<file path="config.mk">
export PLATFORM = sky130hd
export DESIGN_NAME = mc_ctrl_flat
export DESIGN_NICKNAME = d
export VERILOG_FILES = /design/src/rtl/mc_ctrl_if.sv /design/src/rtl/mc_ctrl.sv /design/src/flat_wrapper.sv
export SDC_FILE = /design/constraint.sdc
export NUM_CORES = 1
export LEC_CHECK = 0
export ABC_CLOCK_PERIOD_IN_PS = 1200
export BUFFER_PORTS_ARGS = -buffer_cell sky130_fd_sc_hd__buf_2
export CORE_ASPECT_RATIO = 1.25
export CORE_MARGIN = 3
export CORE_UTILIZATION = 30
export DETAILED_ROUTE_END_ITERATION = 10
export GPL_ROUTABILITY_DRIVEN = 0
export GPL_TIMING_DRIVEN = 0
export PLACE_DENSITY = 0.7
export SYNTH_ARGS = -nofsm -noshare
export SYNTH_HDL_FRONTEND = slang
export SYNTH_SLANG_ARGS = --single-unit
</file>
<file path="constraint.sdc">
create_clock -name clk -period 1.2 [get_ports clk]
set_clock_uncertainty 0.1 [all_clocks]
set_input_delay 0.06 -clock clk [delete_from_list [all_inputs] [get_ports clk]]
set_output_delay 0.06 -clock clk [all_outputs]
set_load 0.005 [all_outputs]
</file>
<file path="src/rtl/mc_ctrl_if.sv">
// Control bundle between the multi-cycle controller and the MIPS-lite datapath.
// The controller (master) reads the IR contents and ALU zero flag and drives every enable and select.
interface mc_ctrl_if;
    logic [31:0] instr;
    logic        zero;
    logic        PCWr;
    logic        IRWr;
    logic        RegWr;
    logic        MemWr;
    logic [1:0]  EXTctrl;
    logic        ALUSrcB;
    logic [2:0]  ALUctrl;
    logic [1:0]  RegDst;
    logic [1:0]  MemtoReg;
    logic [1:0]  NPCsel;
    logic [2:0]  state;
    logic        halt;

    modport master (
        input  instr, zero,
        output PCWr, IRWr, RegWr, MemWr, EXTctrl, ALUSrcB, ALUctrl,
               RegDst, MemtoReg, NPCsel, state, halt
    );

    modport slave (
        output instr, zero,
        input  PCWr, IRWr, RegWr, MemWr, EXTctrl, ALUSrcB, ALUctrl,
               RegDst, MemtoReg, NPCsel, state, halt
    );
endinterface

</file>
<file path="src/rtl/mc_ctrl.sv">
// Multi-cycle main controller for the MIPS-lite datapath (FETCH/DECODE/EXE/MEM/WB/HALT).
// Define MC_ILLEGAL_HALT_EN to trap undecoded instructions in HALT; otherwise they run as a 2-cycle nop.
module mc_ctrl (
    input  logic     clk,
    input  logic     reset,
    mc_ctrl_if.master bus
);

    typedef enum logic [2:0] {
        FETCH  = 3'd0,
        DECODE = 3'd1,
        EXE    = 3'd2,
        MEM    = 3'd3,
        WB     = 3'd4,
        HALT   = 3'd5
    } state_t;

    state_t state_q;
    state_t state_d;

    logic [5:0] op;
    logic [5:0] funct;
    logic       unused_instr_bits;

    logic is_rtype, is_addu, is_subu, is_jr;
    logic is_ori, is_lw, is_sw, is_beq, is_lui, is_j, is_jal;
    logic is_legal;

    logic [1:0] ext_sel;

    logic       pc_wr, ir_wr, reg_wr, mem_wr;
    logic [1:0] ext_ctrl;
    logic       alu_src_b;
    logic [2:0] alu_ctrl;
    logic [1:0] reg_dst, mem_to_reg, npc_sel;

    assign op                = bus.instr[31:26];
    assign funct             = bus.instr[5:0];
    assign unused_instr_bits = ^bus.instr[25:6];

    assign is_rtype = (op == 6'b000000);
    assign is_addu  = is_rtype && (funct == 6'b100001);
    assign is_subu  = is_rtype && (funct == 6'b100011);
    assign is_jr    = is_rtype && (funct == 6'b001000);
    assign is_ori   = (op == 6'b001101);
    assign is_lw    = (op == 6'b100011);
    assign is_sw    = (op == 6'b101011);
    assign is_beq   = (op == 6'b000100);
    assign is_lui   = (op == 6'b001111);
    assign is_j     = (op == 6'b000010);
    assign is_jal   = (op == 6'b000011);
    assign is_legal = is_addu | is_subu | is_jr | is_ori | is_lw | is_sw |
                      is_beq | is_lui | is_j | is_jal;

    // Extender mode is a pure function of the opcode, so it stays put from EXE through WB.
    always_comb begin
        ext_sel = 2'b00;
        if (is_lui)
            ext_sel = 2'b10;
        else if (is_lw || is_sw)
            ext_sel = 2'b01;
        else if (is_beq)
            ext_sel = 2'b11;
    end

    always_ff @(posedge clk or posedge reset) begin
        if (reset)
            state_q <= FETCH;
        else
            state_q <= state_d;
    end

    always_comb begin
        state_d    = state_q;
        pc_wr      = 1'b0;
        ir_wr      = 1'b0;
        reg_wr     = 1'b0;
        mem_wr     = 1'b0;
        ext_ctrl   = 2'b00;
        alu_src_b  = 1'b0;
        alu_ctrl   = 3'b000;
        reg_dst    = 2'b00;
        mem_to_reg = 2'b00;
        npc_sel    = 2'b00;
        case (state_q)
            FETCH: begin
                ir_wr   = 1'b1;
                pc_wr   = 1'b1;
                state_d = DECODE;
            end
            DECODE: begin
                if (is_j) begin
                    pc_wr   = 1'b1;
                    npc_sel = 2'b10;
                    state_d = FETCH;
                end else if (is_jal) begin
                    // PC already holds PC+4 here, which is the link value written to $31.
                    pc_wr      = 1'b1;
                    npc_sel    = 2'b10;
                    reg_wr     = 1'b1;
                    reg_dst    = 2'b10;
                    mem_to_reg = 2'b10;
                    state_d    = FETCH;
                end else if (is_jr) begin
                    pc_wr   = 1'b1;
                    npc_sel = 2'b11;
                    state_d = FETCH;
                end else if (!is_legal) begin
`ifdef MC_ILLEGAL_HALT_EN
                    state_d = HALT;
`else
                    state_d = FETCH;
`endif
                end else begin
                    state_d = EXE;
                end
            end
            EXE: begin
                ext_ctrl = ext_sel;
                if (is_subu) begin
                    alu_ctrl = 3'b001;
                end else if (is_ori) begin
                    alu_ctrl  = 3'b010;
                    alu_src_b = 1'b1;
                end else if (is_lui) begin
                    alu_ctrl  = 3'b011;
                    alu_src_b = 1'b1;
                end else if (is_lw || is_sw) begin
                    alu_src_b = 1'b1;
                end else if (is_beq) begin
                    alu_ctrl = 3'b001;
                    npc_sel  = 2'b01;
                    pc_wr    = bus.zero;
                end
                if (is_beq)
                    state_d = FETCH;
                else if (is_lw || is_sw)
                    state_d = MEM;
                else
                    state_d = WB;
            end
            MEM: begin
                ext_ctrl = ext_sel;
                mem_wr   = is_sw;
                state_d  = is_lw ? WB : FETCH;
            end
            WB: begin
                ext_ctrl = ext_sel;
                reg_wr   = 1'b1;
                if (is_rtype)
                    reg_dst = 2'b01;
                if (is_lw)
                    mem_to_reg = 2'b01;
                state_d = FETCH;
            end
            HALT: begin
`ifdef MC_ILLEGAL_HALT_EN
                state_d = HALT;
`else
                state_d = FETCH;
`endif
            end
            default: state_d = FETCH;
        endcase
    end

    // Reset gates the enables combinationally so an aborted store drops MemWr immediately.
    assign bus.PCWr     = pc_wr  & ~reset;
    assign bus.IRWr     = ir_wr  & ~reset;
    assign bus.RegWr    = reg_wr & ~reset;
    assign bus.MemWr    = mem_wr & ~reset;
    assign bus.EXTctrl  = ext_ctrl;
    assign bus.ALUSrcB  = alu_src_b;
    assign bus.ALUctrl  = alu_ctrl;
    assign bus.RegDst   = reg_dst;
    assign bus.MemtoReg = mem_to_reg;
    assign bus.NPCsel   = npc_sel;
    assign bus.state    = state_q;

`ifdef MC_ILLEGAL_HALT_EN
    assign bus.halt = (state_q == HALT);
`else
    assign bus.halt = 1'b0;
`endif

endmodule

</file>
<file path="src/flat_wrapper.sv">
// flat-port wrapper written by rule: the top's interface ports become plain ports
module mc_ctrl_flat 
  (clk, reset, bus_instr, bus_zero, bus_PCWr, bus_IRWr, bus_RegWr, bus_MemWr, bus_EXTctrl, bus_ALUSrcB, bus_ALUctrl, bus_RegDst, bus_MemtoReg, bus_NPCsel, bus_state, bus_halt);
  mc_ctrl_if bus_i ();
  input  logic clk;
  input  logic reset;
  input wire logic [$bits(bus_i.instr)-1:0] bus_instr;
  input wire logic [$bits(bus_i.zero)-1:0] bus_zero;
  output wire logic [$bits(bus_i.PCWr)-1:0] bus_PCWr;
  output wire logic [$bits(bus_i.IRWr)-1:0] bus_IRWr;
  output wire logic [$bits(bus_i.RegWr)-1:0] bus_RegWr;
  output wire logic [$bits(bus_i.MemWr)-1:0] bus_MemWr;
  output wire logic [$bits(bus_i.EXTctrl)-1:0] bus_EXTctrl;
  output wire logic [$bits(bus_i.ALUSrcB)-1:0] bus_ALUSrcB;
  output wire logic [$bits(bus_i.ALUctrl)-1:0] bus_ALUctrl;
  output wire logic [$bits(bus_i.RegDst)-1:0] bus_RegDst;
  output wire logic [$bits(bus_i.MemtoReg)-1:0] bus_MemtoReg;
  output wire logic [$bits(bus_i.NPCsel)-1:0] bus_NPCsel;
  output wire logic [$bits(bus_i.state)-1:0] bus_state;
  output wire logic [$bits(bus_i.halt)-1:0] bus_halt;
  assign bus_i.instr = bus_instr;
  assign bus_i.zero = bus_zero;
  assign bus_PCWr = bus_i.PCWr;
  assign bus_IRWr = bus_i.IRWr;
  assign bus_RegWr = bus_i.RegWr;
  assign bus_MemWr = bus_i.MemWr;
  assign bus_EXTctrl = bus_i.EXTctrl;
  assign bus_ALUSrcB = bus_i.ALUSrcB;
  assign bus_ALUctrl = bus_i.ALUctrl;
  assign bus_RegDst = bus_i.RegDst;
  assign bus_MemtoReg = bus_i.MemtoReg;
  assign bus_NPCsel = bus_i.NPCsel;
  assign bus_state = bus_i.state;
  assign bus_halt = bus_i.halt;
  mc_ctrl u_core (.clk(clk), .reset(reset), .bus(bus_i));
endmodule
</file>
==> impl_metrics.csv, run 1 <==
group,metric,value,unit
outcome,status,"finished with violations",
outcome,failed_checks,"setup timing",
die,fp.dieArea,2255,µm²
synth,yosysWarnings,0,
run,maxCapViolations,0,
die,fp.dieH,52.35,µm
pwr,vdd_ir_drop_max,0.0004413,V
placed_design,dp_hpwl,1208,µm
die,pin_count,55,
detailed_routing,drc_errors,0,
sta,fin_crit,1644,ps
synth,netlist_instances,66,
grt,grt_pass1_wl,2697,µm
final_layout,drive_gt1_frac,0.6111,
grt,grt_max_degree,11,
worst_setup_path,worst_path_max_delay_cell,"or3b_4",
worst_setup_path,crit_required,1040,ps
hold_path,whs_path_depth,4,
sta,setup_viol,16,
sta,max_freq,608.1,MHz
final_layout,layout.nets,144,
sta,worst_slack,-444.3,ps
grt,antenna_found_initial,0,
worst_setup_path,crit_path_cell_trace,"or3b_4 > nand2b_4 > a21oi_2 > buf_2",
detailed_routing,wl_per_cell,13.57,µm
sta,whs,100.0,ps
grt,grt_pass1_vias,630,
die,initial_core_util,0.3219,
detailed_routing,dr.pass1.iters,4,
synth,ys_seq_area_frac,0.1456,
detailed_routing,drt_iter0_drc,13,
sta,hold_viol_final,0,
worst_setup_path,start_kind,"flop",
worst_setup_path,critical_path.max_stage_delay,440,ps
worst_setup_path,cp-end-kind,"output port",
die,die_width,43.08,µm
worst_setup_path,criticalPathCategory,"reg -> out",
synth,synth.distinct_cells,34,
detailed_routing,num_vias,655,
detailed_routing,postRouteWirelength,1710,µm
die,core.rowCount,16,
clocking,cts_root_buffer,"clkbuf_4",
clocking,clock_path_buffers,2,
sta,finalCritPeriodShare,1.370,
clocking,cts_num_sinks,3,
final_layout,syn2layout_area_growth,64.08,%
final_layout,largest_reg_flops,3,
pwr,power.leakage,0.0004003,µW
worst_setup_path,ff2ff_path_depth,5,
clocking,cts_tree,"yes",
die,design.core.area,1602,µm²
final_layout,stdcell_area,845.8,µm²
placed_design,place_area,704.4,µm²
grt,grt_usage,0.1580,
hold_path,min_path_type,"in -> reg",
final_layout,utilization,0.5281,
detailed_routing,vias_per_cell,5.198,
pwr,power_density,838.6,nW/µm²
clocking,htreeDepth,1,
pwr,total_power,709.3,µW
synth,netlist_area,515.5,µm²
detailed_routing,ant_nets,0,
clocking,numCtsBuffers,3,
worst_setup_path,cp_max_fo,5,
sta,rsz0062_at_grt,"true",
grt,overflow,0,
synth,syn_area_per_cell,7.811,µm²
synth,synth_seq_cells,3,
sta,drv_slew,0,
placed_design,port_buffers,30,
clocking,clk_pin_slew,40,ps
worst_setup_path,critPathArrivalTime,1480,ps
final_layout,antenna_cells,0,
clocking,clk-insertion-delay-late,230,ps
where the power goes:
group	switching, µW	internal, µW	total [µW]
logic	186	192	378
clock network	55.9	125	181
registers	23.6	127	150
total	266	444	709
repair_timing:
action,4_1_cts,5_1_grt
hold endpoints to repair,3,0
resized for setup,7,6
hold buffers,1,0
pin swaps,3,1
setup endpoints to repair,16,16
setup buffers,4,2
path summary, 6_finish.rpt:
path	end	slack [ps]	startpoint
hold / removal	u_core.bus.state[1]	100	bus_instr[4]
min in group asynchronous	u_core.bus.state[0]	190	reset
max in group asynchronous	u_core.bus.state[1]	650	reset
hold reg to reg	u_core.bus.state[0]	400	u_core.bus.state[2]
setup reg to reg	u_core.bus.state[1]	-380	u_core.bus.state[2]
setup / recovery	bus_ALUSrcB	-440	u_core.bus.state[2]
cell families (layout without fill, tap and decap cells):
family | count (synthesis) | count (layout) | synth area share
flip-flops | 3 | 3 | 0.1456
other | 1 | 2 | 0.007275
buffers and inverters | 7 | 48 | 0.09467
AO/OA/AOI/OAI | 12 | 12 | 0.1748
multiplexers | 1 | 1 | 0.01942
AND/OR/NAND/NOR | 42 | 42 | 0.5583
cells in the final DEF (no fill, tap or decap), drive strengths merged, types with 2 or more instances in the layout:
| master | instances |
|---|---|
| nor3 | 3 |
| nand2b | 3 |
| nor2 | 12 |
| buf | 41 |
| nor4b | 2 |
| inv | 2 |
| nor4 | 5 |
| clkbuf | 4 |
| a31oi | 2 |
| nand4 | 2 |
| o211ai | 2 |
| a21oi | 2 |
| dfrtp | 3 |
| nand2 | 5 |
| conb | 2 |
| nand3 | 2 |
routing by layer:
| metal | part of all wire | vias up | GRT usage |
|---|---|---|---|
| li1 | - | 328 | - |
| met3 | 0.088 | 0 | 0.01031 |
| met2 | 0.49 | 34 | 0.2750 |
| met5 | 0 | - | 0 |
| met4 | 0 | 0 | 0.1005 |
| met1 | 0.42 | 293 | 0.1852 |
metrics by stage:
step                      setup slack (ps)  std cells  setup TNS (ps)
after global placement              -266.5        115           -2081
after global routing                -514.3        126           -6778
final                               -444.3        126           -5664
after CTS                           -451.5        124           -5455
after detailed placement            -291.9        115           -2407
after floorplan                     -132.4         67          -594.7
final cells by class:
cell class	count	area (µm²)
inverter	2	7.507
buffer	5	41.29
tap	18	22.52
sequential	3	78.83
fill	160	755.7
multi-input combinational	57	456.7
clock buffer	4	26.28
timing repair buffer	37	212.7
Yosys cell counts:
cell type | number | area (µm²)
a21boi_2 | 1 | 11.26
and3b_1 | 1 | 8.760
nor3b_1 | 1 | 7.510
nand4b_4 | 1 | 23.77
a2bb2oi_1 | 1 | 8.760
nor2_1 | 12 | 45.04
nand2_1 | 5 | 18.77
nor2b_1 | 1 | 6.260
nand3_2 | 1 | 10.01
nand2b_1 | 3 | 18.77
a21oi_1 | 2 | 10.01
or3b_1 | 1 | 8.760
nand4_1 | 2 | 12.51
o32ai_1 | 1 | 8.760
and3_2 | 1 | 7.510
conb_1 | 1 | 3.750
or2_4 | 1 | 8.760
nor3_1 | 3 | 15.01
nor4b_1 | 2 | 17.52
nand3_1 | 1 | 5.000
buf_4 | 4 | 30.03
a211oi_1 | 1 | 7.510
a31oi_1 | 2 | 12.51
nor4_4 | 2 | 42.54
inv_1 | 2 | 7.510
buf_6 | 1 | 11.26
o21a_1 | 1 | 7.510
mux2i_1 | 1 | 10.01
nor4_2 | 1 | 12.51
o211ai_1 | 2 | 15.01
dfrtp_1 | 3 | 75.07
nor4_1 | 2 | 12.51
and2_1 | 1 | 6.260
o31a_1 | 1 | 8.760
worst max-delay path: cells and delay by family (launching register included):
kind,cells,cell delay [ps]
DFF,1,430
buffers and inverters,1,120
AOI/OAI and AO/OA,1,90
and+or+nand+nor,2,610
No activity file was read; power rests on OpenSTA's default activity.
==> run 2, diff against run 1 <==
- GPL_TIMING_DRIVEN: 0 -> unset
==> run 2 against run 1 <==
Compared with the run above: the run still ends with setup timing left; combinational power grew 53%; first-iteration DRC count rose by 62%; utilization is 8.7 points higher; flip-flop and latch count did not move; sequential power fell by 5%; critical path depth is the same; clock-buffer cell count did not move.
==> impl_metrics.csv, run 2 (synthesized netlist as in run 1, its figures left out) <==
group,metric,value,unit
hold_path,min_path_type,"in -> reg",
worst_setup_path,crit_path_start,"u_core.bus.state[0]",
final_layout,syn2layout_area_growth,91.02,%
final_layout,n_fill_cell,142,
placed_design,dp_hpwl,1390,µm
die,design.core.area,1602,µm²
grt,overflow,0,
sta,setup_viol,16,
final_layout,utilization,0.6148,
clocking,clock_path_buffers,2,
final_layout,instances_no_fill,139,
placed_design,place_ws,-225.9,ps
run,maxCapViolations,0,
worst_setup_path,cp_max_fo,5,
worst_setup_path,crit_required,1040,ps
worst_setup_path,worst_path_max_delay_cell,"or3b_4",
outcome,status,"finished with violations",
sta,hold_viol_final,0,
worst_setup_path,ff2ff_setup_slack,-180,ps
clocking,htreeDepth,1,
sta,fin_crit,1636,ps
die,die_width,43.08,µm
grt,grt_max_degree,7,
die,core.rowCount,16,
clocking,numCtsBuffers,3,
detailed_routing,num_vias,747,
worst_setup_path,setup.worst_path.end,"bus_ALUSrcB",
clocking,cts_root_buffer,"clkbuf_4",
detailed_routing,vias_per_cell,5.374,
worst_setup_path,crit_path_cell_trace,"or3b_4 > nand2b_4 > a21oi_2 > buf_2",
die,pin_count,55,
placed_design,place_area,800.8,µm²
clocking,clk-insertion-delay-late,240,ps
pwr,vdd_ir_drop_max,0.0005010,V
die,fp.dieArea,2255,µm²
sta,max_freq,611.3,MHz
grt,grt_pass1_vias,704,
placed_design,port_buffers,32,
worst_setup_path,start_kind,"flop",
pwr,power.leakage,0.0004913,µW
sta,finalCritPeriodShare,1.363,
grt,grt_pass1_wl,2918,µm
outcome,failed_checks,"setup timing",
grt,grt_usage,0.1713,
clocking,cts_tree,"yes",
die,initial_core_util,0.3219,
final_layout,regArea,76.32,µm²
final_layout,layout.nets,157,
detailed_routing,dr.pass1.iters,4,
pwr,total_power,911.2,µW
clocking,clk_pin_slew,40,ps
worst_setup_path,critPathArrivalTime,1480,ps
worst_setup_path,criticalPathCategory,"reg -> out",
placed_design,place_inst,129,
worst_setup_path,ff2ff_path_depth,4,
final_layout,largest_reg_flops,3,
detailed_routing,postRouteWirelength,1876,µm
final_layout,multi_input_area,481.7,µm²
worst_setup_path,rr_endpoint,"u_core.bus.state[1]",
worst_setup_path,cp-end-kind,"output port",
clocking,cts_num_sinks,3,
detailed_routing,wl_per_cell,13.50,µm
final_layout,final_common_cell,"buf_2",
detailed_routing,ant_nets,0,
die,fp.dieH,52.35,µm
final_layout,stdcell_area,984.7,µm²
grt,antenna_found_initial,0,
worst_setup_path,timing.rr.start,"u_core.bus.state[0]",
worst_setup_path,critical_path.max_stage_delay,450,ps
sta,drv_slew,0,
final_layout,antenna_cells,0,
sta,worst_slack,-435.9,ps
final_layout,mostFrequentLayoutCells,"30 x buf_2, 16 x buf_4, 10 x nor2_1",
detailed_routing,drt_iter0_drc,21,
detailed_routing,drc_errors,0,
pwr,power_density,925.4,nW/µm²
final_layout,drive_gt1_frac,0.6529,
sta,rsz0062_at_grt,"true",
## run 2: worst min path at each step
stage / from / end / slack [ps] / cells after the start
final: bus_instr[4] / u_core.bus.state[1] / 70 / 4
after global routing: bus_instr[2] / u_core.bus.state[1] / 120 / 4
after CTS: bus_instr[4] / u_core.bus.state[1] / 70 / 4
after detailed placement: reset / u_core.bus.state[1] / -110 / 2
after global placement: reset / u_core.bus.state[0] / -120 / 2
after floorplan: reset / u_core.bus.state[0] / -280 / 1
## run 2: layout make-up
type	instances	area share
multi-input combinational	57	0.4892
tap	18	0.02287
inverter	2	0.007624
timing repair buffer	55	0.3761
clock buffer	4	0.02668
sequential	3	0.07751
## run 2: critical path, delay by kind of cell (launching register included)
kind,cells,cell delay (ps)
AND/OR/NAND/NOR,2,620
flip-flops,1,400
buffers and inverters,1,120
AO/OA/AOI/OAI,1,90
## run 2: where the power goes
part           internal, µW  switching, µW
Combinational           336            241
Sequential              123           20.4
Clock                   125           65.2
Total                   584            327
## run 2: routing by layer
layer  share of wire  GRT usage  up-vias
met5               0          0        -
met4           0.028     0.1256        0
met3           0.084   0.003436        5
met2            0.53     0.3050       50
met1            0.36     0.1926      339
li1                -          -      353
## run 2: stage by stage
| stage | setup TNS [ps] | hold slack, ps |
|---|---|---|
| 4_1_cts | -5219 | 68.23 |
| 6_report | -5324 | 67.45 |
| 5_1_grt | -6319 | 115.4 |
| 3_5_place_dp | -1896 | -109.8 |
| 3_3_place_gp | -1723 | -116.9 |
| 2_1_floorplan | -594.7 | -278.0 |
## run 2: repair_timing
item,in CTS,in global routing
pin swaps,3,3
hold buffers,1,0
endpoints found under the setup margin,16,16
gates resized for setup,9,13
endpoints found under the hold margin,3,0
cloned,0,0
setup buffers,1,4
==> run 3, diff against run 2 <==
- ABC_AREA: unset -> 1
- CORE_UTILIZATION: 30 -> 31
==> run 3 against run 2 <==
Compared with the run above: the flow still finishes with violations (setup timing); final area is 15% lower; critical endpoint is now bus_PCWr; total power fell by 18%; critical path type unchanged; hold slack better by 2.2 ps; clock power down 6%.
==> impl_metrics.csv, run 3 <==
group,metric,value,unit
outcome,status,"finished with violations",
outcome,failed_checks,"setup timing",
worst_setup_path,worst_path_max_delay_cell,"dfrtp_2",
sta,worst_slack,-328.5,ps
die,initial_core_util,0.3403,
sta,finalCritPeriodShare,1.274,
synth,synth_seq_cells,3,
synth,yosys.area.top_type,"inv_1",
pwr,vdd_ir_drop_max,0.0003673,V
synth,ys_async_sr_fraction,1.000,
clocking,cts_tree,"yes",
detailed_routing,wl_met3,155,µm
clocking,htreeDepth,1,
pwr,comb_power_share,0.520,
worst_setup_path,criticalPathCategory,"reg -> out",
worst_setup_path,cp-end-kind,"output port",
pwr,total_power,743.7,µW
sta,fin_crit,1528,ps
pwr,p_int,423.6,µW
final_layout,mostFrequentLayoutCells,"32 x buf_2, 18 x nand2_1, 18 x inv_1",
sta,setup_viol,16,
grt,antenna_found_initial,0,
grt,overflow,0,
synth,synth_top_area_frac,0.1497,
detailed_routing,postRouteWirelength,1533,µm
synth,netlist_area,551.8,µm²
synth,synth.distinct_cells,22,
grt,grt_max_degree,6,
pwr,switching_share,0.4303,
die,design.core.area,1622,µm²
detailed_routing,drc_errors,0,
detailed_routing,wl_per_cell,9.764,µm
final_layout,layout.nets,175,
sta,rsz0062_at_grt,"true",
placed_design,port_buffers,32,
worst_setup_path,crit_required,1040,ps
placed_design,place_ws,-117.8,ps
clocking,clk_pin_slew,40,ps
synth,synth_most_common_cell,"inv_1",
hold_path,min_path_type,"in -> reg",
die,pin_count,55,
worst_setup_path,crit_path_start,"u_core.bus.state[2]",
worst_setup_path,critical_path.max_stage_delay,440,ps
sta,hold_viol_final,0,
final_layout,final_common_cell,"buf_2",
clocking,cts_root_buffer,"clkbuf_4",
detailed_routing,drt-met1-wl,608,µm
sta,fin_setup_tns,-3487,ps
clocking,numCtsBuffers,3,
run,maxCapViolations,0,
pwr,power_frac_seq,0.238,
sta,max_freq,654.3,MHz
worst_setup_path,path_buf_inv,2,
synth,synth_edf_count,0,
final_layout,largest_reg_flops,3,
synth,syn_area_per_cell,5.574,µm²
synth,ys_seq_area_frac,0.1361,
worst_setup_path,crit_top_cell,"nand3_2",
synth,netlist_instances,99,
worst_setup_path,path_delay_family,"simple AND/OR/NAND/NOR gates",
worst_setup_path,timing.rr.start,"u_core.bus.state[2]",
pwr,p_sw,320.0,µW
grt,grt_usage,0.1417,
detailed_routing,met2RoutedLength,736,µm
clocking,clk-insertion-delay-late,230,ps
clocking,cts_num_sinks,3,
hold_path,min-delay-start,"bus_instr[28]",
die,die_width,43.74,µm
final_layout,instances_no_fill,157,
detailed_routing,vias_per_cell,4.580,
die,fp.dieH,53.17,µm
die,core.rowCount,16,
pwr,power.leakage,0.0004588,µW
final_layout,antenna_cells,0,
placed_design,place_inst,149,
final_layout,utilization,0.5177,
final_layout,syn2layout_area_growth,52.15,%
synth,synth_ff_type,"dfrtp_1",
worst_setup_path,critPathArrivalTime,1370,ps
final_layout,drive_gt1_frac,0.5108,
clocking,clock_path_buffers,2,
detailed_routing,dr.pass1.iters,7,
pwr,power_density,885.8,nW/µm²
placed_design,dp_hpwl,1264,µm
detailed_routing,highest_layer,"met4",
synth,synth.area.top_cells,"inv_1 15%, dfrtp_1 14%, nand2_1 14%",
pwr,p_clk_frac,0.241,
grt,grt_pass1_vias,682,
sta,drv_slew,0,
die,fp.dieArea,2325,µm²
synth,yosysWarnings,0,
detailed_routing,num_vias,719,
detailed_routing,ant_nets,0,
grt,grt_pass1_wl,2539,µm
detailed_routing,drt_iter0_drc,15,
worst_setup_path,start_kind,"flop",
worst_setup_path,cp_max_fo,5,
synth,synthTopCellsByCount,"22 x inv_1, 20 x nand2_1, 18 x nor2_1, 9 x nand3_1",
worst_setup_path,crit_path_cell_trace,"nor3_4 > nand3_2 > nand3_2 > nand2_1 > inv_1 > buf_2",
[run 3: cell count changes after synthesis, sizes merged, moves of 5 or more]
| cell | previous run | this run |
|---|---|---|
| inv | 2 | 23 |
| nand2 | 5 | 23 |
| nor2 | 12 | 22 |
| nand3 | 2 | 10 |
| nor4 | 5 | 0 |
[run 3: tightest hold or removal path: stages]
cell	delay (ps)
buf_2	110
nor3_2	60
nand2_1	70
nand2_1	50
[run 3: cell families after synthesis]
group / share of synthesized area
and+or+nand+nor: 0.5805
DFF: 0.1361
AOI/OAI and AO/OA: 0.07936
buffers and inverters: 0.1973
other: 0.006796
[run 3: final timing paths]
kind | end | slack [ps] | cells past startpoint
worst max register to register | u_core.bus.state[2] | -30 | 4
worst max-delay path | bus_PCWr | -330 | 6
worst min-delay path | u_core.bus.state[0] | 70 | 4
worst min register to register | u_core.bus.state[0] | 570 | 3
max in group asynchronous | u_core.bus.state[0] | 610 | 3
min in group asynchronous | u_core.bus.state[2] | 220 | 3
[run 3: cell type report]
class	instances	area [µm²]
repair buffers	38	211.5
multi-input cells	71	414.1
well taps	18	22.52
inverters	23	86.33
clock buffers	4	26.28
flip-flops and latches	3	78.83
fillers	180	782.0
[run 3: per-layer routing]
layer  vias up  track usage
met5         -            0
met4         0      0.06030
met3         4      0.03061
met2        34       0.2597
met1       301       0.1521
li1        380            -
[run 3: power by group through the flow]
stage,Clock (µW),Combinational (µW),Sequential (µW)
final,179,387,177
after global routing,190,429,180
after CTS,183,364,167
after detailed placement,0,303,161
after global placement,0,293,157
after floorplan,0,186,160
[run 3: through the flow]
| stage | instance area [µm²] | hold slack [ps] |
|---|---|---|
| after floorplan | 555.5 | -269.9 |
| after global placement | 730.7 | -122.0 |
| after detailed placement | 730.7 | -119.6 |
| after CTS | 808.3 | 69.25 |
| after global routing | 839.6 | 87.16 |
| final | 839.6 | 69.62 |
[run 3: timing repair]
| action | 4_1_cts | 5_1_grt |
|---|---|---|
| hold buffers | 1 | 0 |
| buffers inserted | 3 | 1 |
| endpoints found under the hold margin | 3 | 0 |
| pin swaps | 8 | 10 |
| gates resized for setup | 10 | 10 |
| setup endpoints to repair | 15 | 17 |
